File: src/rtl/oam_dma_controller.sv
// OAM DMA sequencer: copies 160 bytes from {src_hi,8'h00} into OAM and fences the CPU
// off the MMU bus (HRAM excepted) while the copy is running.
module oam_dma_controller #(
   parameter int CYCLES_PER_BYTE = 4
) (
   input  logic        clk,
   input  logic        reset,
   input  logic [15:0] cpu_addr,
   input  logic [7:0]  cpu_wdata,
   input  logic        cpu_read_en,
   input  logic        cpu_write_en,
   output logic [7:0]  cpu_rdata,
   output logic        cpu_wait,
   output logic [15:0] mem_addr,
   output logic [7:0]  mem_wdata,
   output logic        mem_read_en,
   output logic        mem_write_en,
   input  logic [7:0]  mem_rdata,
   output logic [7:0]  oam_addr,
   output logic [7:0]  oam_wdata,
   output logic        oam_write_en,
   output logic        dma_active
);

   localparam int PW = (CYCLES_PER_BYTE > 2) ? $clog2(CYCLES_PER_BYTE) : 2;
   localparam logic [PW-1:0] PH_LAST  = PW'(CYCLES_PER_BYTE - 1);
   localparam logic [PW-1:0] PH_LATCH = PW'(1);
   localparam logic [PW-1:0] PH_WRITE = PW'(2);
   localparam logic [7:0]    IDX_LAST = 8'd159;

   typedef enum logic [1:0] {IDLE, START, XFER} state_t;

   state_t        state, state_nxt;
   logic [7:0]    index, index_nxt;
   logic [PW-1:0] phase, phase_nxt;
   logic [7:0]    src_hi, src_hi_nxt;
   logic [7:0]    dma_reg, dma_reg_nxt;
   logic [7:0]    latch, latch_nxt;
   logic          restart, restart_nxt;

   logic ff46_sel, ff46_wr, hram_sel, blocking, dma_slot, fwd;

   assign ff46_sel = (cpu_addr == 16'hFF46);
   assign ff46_wr  = cpu_write_en && ff46_sel;
   assign hram_sel = (cpu_addr >= 16'hFF80) && (cpu_addr <= 16'hFFFE);

   always_ff @(posedge clk or negedge reset) begin
      if (!reset) begin
         state   <= IDLE;
         index   <= '0;
         phase   <= '0;
         src_hi  <= '0;
         dma_reg <= 8'hFF;
         latch   <= '0;
         restart <= 1'b0;
      end else begin
         state   <= state_nxt;
         index   <= index_nxt;
         phase   <= phase_nxt;
         src_hi  <= src_hi_nxt;
         dma_reg <= dma_reg_nxt;
         latch   <= latch_nxt;
         restart <= restart_nxt;
      end
   end

   always_comb begin
      state_nxt   = state;
      index_nxt   = index;
      phase_nxt   = phase;
      src_hi_nxt  = src_hi;
      dma_reg_nxt = dma_reg;
      latch_nxt   = latch;
      restart_nxt = restart;
      case (state)
         START: begin
            if (phase == PH_LAST) begin
               state_nxt = XFER;
               phase_nxt = '0;
            end else begin
               phase_nxt = phase + 1'b1;
            end
         end
         XFER: begin
            if (phase == PH_LATCH) latch_nxt = mem_rdata;
            if (phase == PH_LAST) begin
               phase_nxt = '0;
               if (index == IDX_LAST) begin
                  state_nxt   = IDLE;
                  index_nxt   = '0;
                  restart_nxt = 1'b0;
               end else begin
                  index_nxt = index + 8'd1;
               end
            end else begin
               phase_nxt = phase + 1'b1;
            end
         end
         default: ;
      endcase
      // A new FF46 write restarts the copy from any state; echo RAM sources fold down by 0x20.
      if (ff46_wr) begin
         dma_reg_nxt = cpu_wdata;
         src_hi_nxt  = (cpu_wdata >= 8'hE0) ? cpu_wdata - 8'h20 : cpu_wdata;
         index_nxt   = '0;
         phase_nxt   = '0;
         state_nxt   = START;
         restart_nxt = (state == XFER) || ((state == START) && restart);
      end
   end

   assign blocking = (state == XFER) || ((state == START) && restart);
   assign dma_slot = (state == XFER) && (phase == '0);
   assign fwd      = !blocking || hram_sel;

   always_comb begin
      mem_addr     = cpu_addr;
      mem_wdata    = cpu_wdata;
      mem_read_en  = fwd && cpu_read_en && !ff46_sel;
      mem_write_en = fwd && cpu_write_en;
      cpu_rdata    = fwd ? mem_rdata : 8'hFF;
      cpu_wait     = 1'b0;
      if (ff46_sel) cpu_rdata = dma_reg;
      // The DMA read slot owns the bus; an HRAM access in that cycle must be held.
      if (dma_slot) begin
         mem_addr     = {src_hi, index};
         mem_read_en  = 1'b1;
         mem_write_en = 1'b0;
         cpu_wait     = hram_sel && (cpu_read_en || cpu_write_en);
      end
   end

   assign oam_write_en = (state == XFER) && (phase == PH_WRITE);
   assign oam_addr     = index;
   assign oam_wdata    = latch;
   assign dma_active   = (state != IDLE);

endmodule

File: config.mk
export PLATFORM = sky130hd
export DESIGN_NAME = oam_dma_controller
export DESIGN_NICKNAME = d
export VERILOG_FILES = /design/src/rtl/oam_dma_controller.sv
export SDC_FILE = /design/constraint.sdc
export NUM_CORES = 1
export LEC_CHECK = 0
export ABC_AREA = 0
export CAP_MARGIN = 25
export CORE_MARGIN = 4
export CORE_UTILIZATION = 47
export DETAILED_ROUTE_END_ITERATION = 16
export PLACE_DENSITY = 0.83
export SLEW_MARGIN = 40
export SYNTH_ARGS = -nofsm -noshare
export SYNTH_HDL_FRONTEND = slang
export SYNTH_SLANG_ARGS = --single-unit
File: constraint.sdc
create_clock -name clk -period 3.95 [get_ports clk]
set_input_delay 0.9875 -clock clk [delete_from_list [all_inputs] [get_ports clk]]
set_output_delay 0.9875 -clock clk [all_outputs]
set_load 0.05 [all_outputs]
Yosys cells after proc, flatten, opt, wreduce, memory -nomap -nowiden. Index checks and enable logic that the tools add are counted.

Bits of input ports: 36. Word-level logic and storage cells: 72. Bits in registers: 37.

Reduce and logical (&&, ||, !) cells: 26. $add $sub $neg: 3. Eq/ne operators: 10. Mux-type cells: 23. Order comparisons: 3.

Operators by type and width (number): 8-bit two-way mux (7); 16-bit == test (second input constant) (1); 16-bit greater-or-equal comparator (second input constant) (1); 16-bit less-or-equal comparator (second input constant) (1); 16-bit two-way mux (1); 2-bit two-way mux (7); 2-bit nonzero test (5); 1-bit logical AND (9); 3-bit inequality test (second input constant) (3); 8-bit by 1-bit adder with 8-bit output (second input constant) (1); 8-bit == test (second input constant) (1); 8-bit greater-or-equal comparator (second input constant) (1); 8-bit by 6-bit subtractor with 8-bit output (second input constant) (1); 1-bit two-way mux (7); 2-bit == test (second input constant) (3); 2-bit by 1-bit == test with 1-bit output (second input constant) (2); 2-bit one-hot mux with 2 select lines (1); 2-bit AND reduction (2); 4-bit AND reduction (1); 1-bit logical OR (3); 3-bit AND reduction (1); 3-bit nonzero test (1); 2-bit by 1-bit adder with 2-bit output (second input constant) (1); 1-bit zero test (2); other kinds (2) (2).

Logic depth before layout (Yosys ltp).
Depth after elaboration: 8. Depth in mapped cells: 8. Depth with buffers taken out: 6.

Least setup slack after synthesis. OpenSTA, ideal clock, no wires.

Kind: input-to-output. From: in cpu_addr[14]. To: out cpu_wait. Data arrival time: 2.472 ns. Data required time: 2.963 ns. Stages on the path: 3. Buffers on the path: 0. Slack: 0.490 ns. Cell sequence: and4_1 > o2111ai_1 > nor3_1.

Word-level cells in the longest chain between the ends: 4. Elaborated cells between the ends (all ways): 5. Those cells by class: 2 x order compare; 1 x mux; 2 x reduce/logical.

Ends and longest elaborated chain: start, declared (RTL line 8) `input logic [15:0] cpu_addr,`; 16-bit greater-or-equal comparator / 16-bit less-or-equal comparator (equally long branches) (RTL line 45) `assign hram_sel = (cpu_addr >= 16'hFF80) && (cpu_addr <= 16'hFFFE);`; 1-bit logical AND * (RTL line 45); 1-bit logical AND * (RTL line 129) `cpu_wait = hram_sel && (cpu_read_en || cpu_write_en);`; 1-bit two-way mux * (RTL line 125) `if (dma_slot) begin`; end, declared (RTL line 13) `output logic cpu_wait,`.

Mark *: on every way between the ends. The rest lies on a longest branch, timed or not.

Worst setup path after layout.
From: reg phase[0]. To: out mem_addr[8].

Word-level cells in the longest chain between the ends: 3.

Ends and longest elaborated chain: start, declared (RTL line 35) `logic [PW-1:0] phase, phase_nxt;`; start signal, assigned (RTL line 59) `phase <= phase_nxt;`; 2-bit zero test (RTL line 113) `assign dma_slot = (state == XFER) && (phase == '0);`; 1-bit logical AND (RTL line 113); 16-bit two-way mux (RTL line 125); end, declared (RTL line 14) `output logic [15:0] mem_addr,`.

Every way passes these cells.

==> results_dict.tcl <==
set metrics [dict create \
    outcome "completed" \
    totalNegativeSetupSlack_ns 0 \
    finalHoldWorstSlack_ns 0.5070 \
    vias 1894 \
    drive_gt1_share_pct 25.17 \
    peakVddDrop_mv 0.2438 \
    clkSinkCount 37 \
    post_cts_buffers 0 \
    wl_per_cell_um 18.08 \
    rsz0062_at_grt "no" \
    cp_cell_sequence "inv_1 > ha_1 > nand2_1 > mux2_2 > clkdlybuf4s50_1" \
    crit_slowest_cell "clkdlybuf4s50_1" \
    place_inst 332 \
    p_leak_uw 0.001399 \
    synth_simple_gate_area_share_pct 14.79 \
    synth-xor-area-share_pct 1.154 \
    powerDensity_nw_per_um2 265.7 \
    firstDrtPassIters 6 \
    yosysMostFrequentCell "mux2_2" \
    netlist.area_leader.share_pct 31.89 \
    grt_max_degree 38 \
    finalClockSkew_ns 0.004787 \
    synth_fp_nets 248 \
    synth_warnings 0 \
    postSynthCellCount 203 \
    grt_pass1_wl_um 10130 \
    cts_resized 0 \
    post-place-ws_ns 0.2399 \
    cp_data_arrival_time_ns 2.74 \
    gr-total-overflow 0 \
    path_class "register to output port" \
    synth_common_cells "mux2_2 (31), dfrtp_1 (29), nand2_1 (20), nor2_1 (11), mux2i_1 (10)" \
    ctsRootBufferMaster "clkbuf_8" \
    synthAdderAreaFrac_pct 4.948 \
    drv_cap 0 \
    synth_edf_count 0 \
    dieArea_sq_um 6019 \
    antenna_left 0 \
    io-pin-count 89 \
    power_uw 879.3 \
    clk_latency_ns 0.30 \
    setup_violations 0 \
    hold_class "register to register" \
    numCtsBuffers 5 \
    die_w_um 77.59 \
    cts_tree "done" \
    period_share_pct 94.35 \
    avgViaCountPerCell 5.571 \
    core_area_sq_um 4692 \
    dp_hpwl_um 4675 \
    path_delay_family "buffers and inverters" \
    avgSynthCellArea_sq_um 11.21 \
    final_hold_viol_count 0 \
    slew-limit-headroom_pct 47.89 \
    setup_ws_ns 0.2234 \
    cts_max_path_buffers 2 \
    num_rows 25 \
    cp-start-kind "register" \
    antenna_cells 0 \
    cp_num_buf_inv 2 \
    cp.depth 5 \
    required_ns 2.96 \
    port_buffers 88 \
    cts-htree-levels 2 \
    synth_compound_area_share_pct 5.333 \
    cp_slowest_stage_delay_ns 0.72 \
    synth_top_family_by_area "multiplexers" \
    ys_top_cells_by_area "dfrtp_1 (32%), mux2_2 (15%), dfstp_2 (9.2%)" \
    synth_seq_cells 37 \
    reg2reg_depth 5 \
    whs_path_depth 1 \
    async_flop_share_pct 100.0 \
    final-max-slew-violation-count 0 \
    drt-initial-drc-count 78 \
    period_minus_slack_ns 3.727 \
    synth_cell_types 36 \
    synth_top_cell_by_area "dfrtp_1" \
    syn_area_sq_um 2276 \
    fin_nets 330 \
    drc 0 \
    place.gp.congestion 0.7924 \
    grt_pass1_vias 1989 \
    endpoint_kind "output port" \
    synth_seq_area_share_pct 41.12 \
    fp.dieH_um 77.59 \
    synth_top_flop_cell "dfrtp_1" \
    antenna_found_initial 0 \
    hold_buffers 0 \
    path_max_fanout 17 \
    stdcell_count 340 \
    synthMuxAreaShare_pct 25.67 \
    grt_usage_pct 21.47 \
    fmax_mhz 268.3 \
    area_delta_synth_final_pct 45.41 \
    clkTransAtPathRegs_ns 0.07 \
    start_util_pct 48.51 \
    tightest_slew_ns 0.7797 \
    wl_um 6146 \
]
## cells by family (layout without fill, tap and decap cells)
logic type               after synthesis  in the layout
flip-flops                            37             37
multiplexers                          50             50
AO/OA/AOI/OAI                         19             19
XOR/XNOR                               3              3
adder cells (fa/ha/maj)                9              9
AND/OR/NAND/NOR                       60             60
buffers and inverters                 25            108
## placed cells by master (no fill, tap or decap), types with 3 or more instances in the layout
master	n
a21oi_1	7
a31oi_1	3
and3_1	3
buf_12	11
buf_4	4
clkbuf_1	3
clkbuf_8	5
clkdlybuf4s50_1	76
dfrtp_1	29
dfstp_2	8
ha_1	9
inv_1	9
mux2_2	31
mux2_4	9
mux2i_1	10
nand2_1	20
nand3_1	7
nand4_1	6
nor2_1	11
o21ai_0	3
xor2_1	3
## layer usage
metal / global-route usage (%) / part of all wire (%)
met4: 7.117 / 1.5
met5: 0 / 0
met1: 25.26 / 40
met2: 36.04 / 50
met3: 7.889 / 8.3
## metrics by stage
stage	utilization [%]	cell area [sq um]
floorplan	-	2276
global route	70.53	3309
CTS	70.53	3309
detailed placement	68.83	3229
global placement	68.77	3227
finish	70.53	3309
## area by class of cell
cell class                      instances  area, sq um
Fill cell                             342         1383
Multi-Input combinational cell        141         1181
Timing Repair Buffer                   91         1011
Sequential cell                        37        935.9
Clock buffer                            8        80.08
Tap cell                               54        67.56
Inverter                                9        33.78
## final timing paths
check	slack [ns]	to	start
worst max-delay path	0.22	mem_addr[8]	phase[0]
worst max register to register	1.92	restart	oam_addr[0]
worst min-delay path	0.51	src_hi[7]	src_hi[7]
min in group asynchronous	0.64	src_hi[6]	reset
worst min register to register	0.51	src_hi[7]	src_hi[7]
max in group asynchronous	2.95	dma_reg[3]	reset
## report_power, final
part           total (uW)  leakage (uW)  internal, uW  switching (uW)
registers             390      0.000402           385            5.27
logic                 232      0.000958          97.6             134
clock network         257     0.0000395           125             132
total                 879       0.00140           608             271
Note: power is estimated with default switching activity, not from simulation.
